## config.mk

```make
export PLATFORM = sky130hd
export DESIGN_NAME = multicycle_control_unit
export DESIGN_NICKNAME = d
export VERILOG_FILES = /design/src/rtl/multicycle_control_unit.sv
export SDC_FILE = /design/constraint.sdc
export NUM_CORES = 1
export LEC_CHECK = 0
export ABC_AREA = 1
export CORE_ASPECT_RATIO = 1.25
export CORE_UTILIZATION = 56
export CTS_BUF_LIST = sky130_fd_sc_hd__clkbuf_8 sky130_fd_sc_hd__clkbuf_16
export DETAILED_ROUTE_END_ITERATION = 10
export PLACE_DENSITY = 0.86
export SKIP_CTS_REPAIR_TIMING = 1
export SYNTH_ARGS = -nofsm -noshare
export SYNTH_HDL_FRONTEND = slang
export SYNTH_SLANG_ARGS = --single-unit
```

## constraint.sdc

```tcl
create_clock -name clk -period 3.5 [get_ports clk]
set_input_delay 0.875 -clock clk [delete_from_list [all_inputs] [get_ports clk]]
set_output_delay 0.875 -clock clk [all_outputs]
set_load 0.01 [all_outputs]
```

## src/rtl/multicycle_control_unit.sv

```systemverilog
// Multi-cycle RV32I control FSM: sequences FETCH/DECODE/EXEC/MEM/WB, waits on a
// ready-handshaked memory with an optional timeout, and counts retired instructions.
module multicycle_control_unit #(
    parameter int CNT_W       = 32,
    parameter int MEM_TIMEOUT = 16,
    parameter bit ENABLE_JAL  = 1'b1
) (
    input  logic             clk,
    input  logic             rst,
    input  logic [6:0]       opcode,
    input  logic             zero,
    input  logic             mem_ready,
    output logic             ir_write,
    output logic             pc_write,
    output logic             mem_read,
    output logic             mem_write,
    output logic             reg_write,
    output logic             alu_src_a,
    output logic [1:0]       alu_src_b,
    output logic [1:0]       alu_op,
    output logic [1:0]       result_src,
    output logic             branch,
    output logic             illegal,
    output logic             timeout,
    output logic [2:0]       state_o,
    output logic [CNT_W-1:0] retired
);

    typedef enum logic [2:0] {
        S_FETCH  = 3'd0,
        S_DECODE = 3'd1,
        S_EXEC   = 3'd2,
        S_MEM    = 3'd3,
        S_WB     = 3'd4,
        S_TRAP   = 3'd5
    } state_t;

    localparam logic [6:0] OP_R    = 7'b0110011;
    localparam logic [6:0] OP_ADDI = 7'b0010011;
    localparam logic [6:0] OP_LW   = 7'b0000011;
    localparam logic [6:0] OP_SW   = 7'b0100011;
    localparam logic [6:0] OP_BEQ  = 7'b1100011;
    localparam logic [6:0] OP_JAL  = 7'b1101111;

    localparam int WAIT_W = (MEM_TIMEOUT > 0) ? $clog2(MEM_TIMEOUT + 1) : 1;

    state_t            state_q, state_d;
    logic [WAIT_W-1:0] wait_q;
    logic              illegal_q, timeout_q;
    logic [CNT_W-1:0]  retired_q;
    logic              retire, set_illegal, set_timeout;
    logic              is_jal, is_legal, wait_hit;

    assign is_jal   = ENABLE_JAL && (opcode == OP_JAL);
    assign is_legal = (opcode == OP_R) || (opcode == OP_ADDI) || (opcode == OP_LW) ||
                      (opcode == OP_SW) || (opcode == OP_BEQ) || is_jal;
    assign wait_hit = (MEM_TIMEOUT > 0) && (wait_q == WAIT_W'(MEM_TIMEOUT));

    // NOTE: every output gets a default before the case so no path infers a latch.
    always_comb begin
        state_d     = state_q;
        ir_write    = 1'b0;
        pc_write    = 1'b0;
        mem_read    = 1'b0;
        mem_write   = 1'b0;
        reg_write   = 1'b0;
        alu_src_a   = 1'b0;
        alu_src_b   = 2'b00;
        alu_op      = 2'b00;
        result_src  = 2'b00;
        branch      = 1'b0;
        retire      = 1'b0;
        set_illegal = 1'b0;
        set_timeout = 1'b0;

        unique case (state_q)
            S_FETCH: begin
                mem_read  = 1'b1;
                alu_src_b = 2'b01;
                if (mem_ready) begin
                    ir_write = 1'b1;
                    pc_write = 1'b1;
                    state_d  = S_DECODE;
                end else if (wait_hit) begin
                    set_timeout = 1'b1;
                    state_d     = S_TRAP;
                end
            end
            S_DECODE: begin
                alu_src_b = 2'b10;
                if (is_legal) begin
                    state_d = S_EXEC;
                end else begin
                    set_illegal = 1'b1;
                    state_d     = S_TRAP;
                end
            end
            S_EXEC: begin
                if (opcode == OP_R) begin
                    alu_src_a = 1'b1;
                    alu_op    = 2'b10;
                    state_d   = S_WB;
                end else if (opcode == OP_ADDI || opcode == OP_LW || opcode == OP_SW) begin
                    alu_src_a = 1'b1;
                    alu_src_b = 2'b10;
                    state_d   = (opcode == OP_ADDI) ? S_WB : S_MEM;
                end else if (opcode == OP_BEQ) begin
                    alu_src_a = 1'b1;
                    alu_op    = 2'b01;
                    branch    = 1'b1;
                    pc_write  = zero;
                    retire    = 1'b1;
                    state_d   = S_FETCH;
                end else if (is_jal) begin
                    pc_write = 1'b1;
                    state_d  = S_WB;
                end else begin
                    // Opcode changed under us after DECODE: treat as illegal.
                    set_illegal = 1'b1;
                    state_d     = S_TRAP;
                end
            end
            S_MEM: begin
                mem_read  = (opcode == OP_LW);
                mem_write = (opcode == OP_SW);
                if (mem_ready) begin
                    retire  = (opcode == OP_SW);
                    state_d = (opcode == OP_LW) ? S_WB : S_FETCH;
                end else if (wait_hit) begin
                    set_timeout = 1'b1;
                    state_d     = S_TRAP;
                end
            end
            S_WB: begin
                reg_write  = 1'b1;
                result_src = (opcode == OP_LW) ? 2'b01 : (is_jal ? 2'b10 : 2'b00);
                retire     = 1'b1;
                state_d    = S_FETCH;
            end
            S_TRAP: state_d = S_TRAP;
            default: state_d = S_FETCH;
        endcase

        // Reset overrides everything so nothing is written while rst is held.
        if (rst) begin
            ir_write   = 1'b0;
            pc_write   = 1'b0;
            mem_read   = 1'b0;
            mem_write  = 1'b0;
            reg_write  = 1'b0;
            alu_src_a  = 1'b0;
            alu_src_b  = 2'b00;
            alu_op     = 2'b00;
            result_src = 2'b00;
            branch     = 1'b0;
        end
    end

    // NOTE: sequential state uses non-blocking assignments only.
    always_ff @(posedge clk) begin
        if (rst) begin
            state_q   <= S_FETCH;
            wait_q    <= '0;
            illegal_q <= 1'b0;
            timeout_q <= 1'b0;
            retired_q <= '0;
        end else begin
            state_q <= state_d;
            if (set_illegal) illegal_q <= 1'b1;
            if (set_timeout) timeout_q <= 1'b1;
            if (retire)      retired_q <= retired_q + CNT_W'(1);
            if ((MEM_TIMEOUT > 0) && (state_q == S_FETCH || state_q == S_MEM) &&
                !mem_ready && (state_d == state_q))
                wait_q <= wait_q + WAIT_W'(1);
            else
                wait_q <= '0;
        end
    end

    assign illegal = illegal_q & ~rst;
    assign timeout = timeout_q & ~rst;
    assign state_o = rst ? 3'd0 : state_q;
    assign retired = rst ? '0 : retired_q;

endmodule

```

==> run metrics <==
Clk Latency, worst-skew pair about 300 ps; worst vdd ir around 0.00023 V; Fill cells 438; Lkg Pwr between 1 and 1.5 nW; Buffers on Ports 60; endpoints failing setup 0; CTS tree done; Pwr Total approximately 1 mW; post-synth design cell area about 0.0029 mm^2; Die Ht 82.8 um; kind of critical path input pin to output pin; total CTS buffers 5; initial core utilization 58.0%; Syn Inst Count roughly 500; CTS root buffer clkbuf_8; Die ar. 0.00551 mm^2; hold crit path type flop to flop; Rows 29; fin cells between 600 and 700; GRT Residual Overflow 0; crit path launch type input pin; Final Cell Area between 0.003 and 0.004 mm^2; CORE AREA 0.00504 mm^2; hold_ws 470 ps; Post-Place Worst Slack 16.1 ps; wire per inst approximately 13 um; Via density around 5.3; fmax 291 MHz; final clock skew 3.94 ps; Worst Setup Slack, final a little under 70 ps; Placed Cells 617; Reg area 841 um^2; worst-path maximum fanout 5; Vias 3,343; Post-route DRC 0; fin nets 576; initial drt markers ~190; gp weighted congestion just under 0.9; initial antenna violation count 0; Post-Route WL 7960 um; largest net degree at the start of global routing 27; Pre-Repair DR Iteration Count 4; Fin Setup TNS 0 ps; CTS sink cnt 42; CP arrival ~2600 ps; area post-placement about 0.0036 mm^2; Synth Area per Inst 5.86 um^2; minimum clock period between 3000 and 4000 ps; Antenna Cells 0; CP required 2620 ps; htree depth 2; PD cells roughly 270 mW/mm^2; Syn-to-layout area delta 27.2%; final core occ between 70% and 80%; max cap viols 0; Setup crit end kind output pin; clock slew at reported path FFs around 80 ps; Distinct cells, synth 30; HPWL after detailed placement about 6000 um; crit share post-route between 90% and 100%; commonest non-fill, non-tap cell in the layout nand2_1; final hold vios 0; status finished clean; max-slew violations 0; Worst-Margin Slew between 400 and 500 ps; first-pass GRT wire length 12,800 um; Seq/Total Area, Yosys around 29%; vias in the first global route approximately 3,000; Post-DRT Antenna Nets 0; total global-route track usage 30.6%; number of synthesis warnings 0; layout cell share with drive strength beyond 1 about 8.7%; commonest non-fill, non-tap cells in the layout nand2_1 (143), nor2_1 (102), clkdlybuf4s50_1 (57); Synth Register Bits 42; multi-input logic area 0.00178 mm^2; Max clock buf depth 2; Slew headroom a little over 70%; Die Wd 66.6 um; number of I/O pins 61; Synth Net Count between 500 and 600
[worst max-delay path, cell delays in order]
cell	delay (ps)
clkdlybuf4s50_1	450
nand2_1	110
nor2_1	200
nand2_2	120
nand2_1	80
nand2_1	50
a21oi_1	120
clkdlybuf4s50_1	550
[synthesized netlist by cell type]
| master | n | area, um^2 |
|---|---|---|
| a211oi_1 | 1 | 7.51 |
| a21oi_1 | 33 | 165 |
| a31oi_1 | 3 | 18.8 |
| buf_4 | 3 | 22.5 |
| buf_6 | 3 | 33.8 |
| clkbuf_1 | 8 | 30.0 |
| clkinv_1 | 1 | 3.75 |
| dfxtp_1 | 42 | 841 |
| ha_1 | 3 | 37.5 |
| inv_1 | 53 | 199 |
| inv_2 | 8 | 30.0 |
| nand2_1 | 144 | 541 |
| nand2_2 | 6 | 37.5 |
| nand2_4 | 2 | 22.5 |
| nand3_1 | 25 | 125 |
| nand3_2 | 5 | 50.1 |
| nand4_1 | 5 | 31.3 |
| nor2_1 | 102 | 383 |
| nor2_2 | 2 | 12.5 |
| nor2_4 | 3 | 33.8 |
| nor2_8 | 1 | 20.0 |
| nor3_1 | 21 | 105 |
| nor3_2 | 1 | 10.0 |
| nor3b_1 | 2 | 15.0 |
| nor4_1 | 4 | 25.0 |
| o211ai_1 | 1 | 7.51 |
| o21ai_0 | 6 | 30.0 |
| o21ai_1 | 3 | 15.0 |
| xnor2_1 | 1 | 8.76 |
| xor2_1 | 7 | 61.3 |
[final cells by class]
type | instances | area share [%]
well taps | 62 | 2.09
clock buffers | 5 | 1.85
clock inverters | 3 | 1.21
repair buffers | 70 | 18.2
multi-input cells | 381 | 47.8
inverters | 62 | 6.26
flip-flops and latches | 42 | 22.6
[routing by layer]
layer	track usage (%)	share of wire (%)	up-vias
met5	0	0	-
met4	20.6	5.4	0
met3	5.87	5.9	38
met2	57.1	50	123
met1	30.3	39	1496
li1	-	-	1686
[power by group]
part / internal [mW] / switching [mW]
registers: 0.483 / 0.00526
logic: 0.0450 / 0.0657
clock network: 0.212 / 0.182
total: 0.740 / 0.253
[state kept, by name (all words and copies together), names as in the netlist]
register / cells
illegal_q: 1
retired_q: 32
state_q: 3
timeout_q: 1
wait_q: 5
[worst paths after layout]
check | start | endpoint | cells past startpoint | slack, ps
hold reg to reg | wait_q[0]$_SDFF_PP0_ | wait_q[0]$_SDFF_PP0_ | 1 | 470
setup reg to reg | state_q[2]$_SDFF_PP0_ | retired_q[18]$_SDFFE_PP0P_ | 10 | 1650
setup / recovery | opcode[1] | pc_write | 8 | 70
hold / removal | wait_q[0]$_SDFF_PP0_ | wait_q[0]$_SDFF_PP0_ | 1 | 470
[logic make-up after synthesis]
kind of cell | synth area share [%]
compound gates | 8.35
buf+inv | 10.9
xor+xnor | 2.40
fa+ha+maj | 1.28
simple gates | 48.3
flops | 28.8
(Power assumes the default switching activity.)
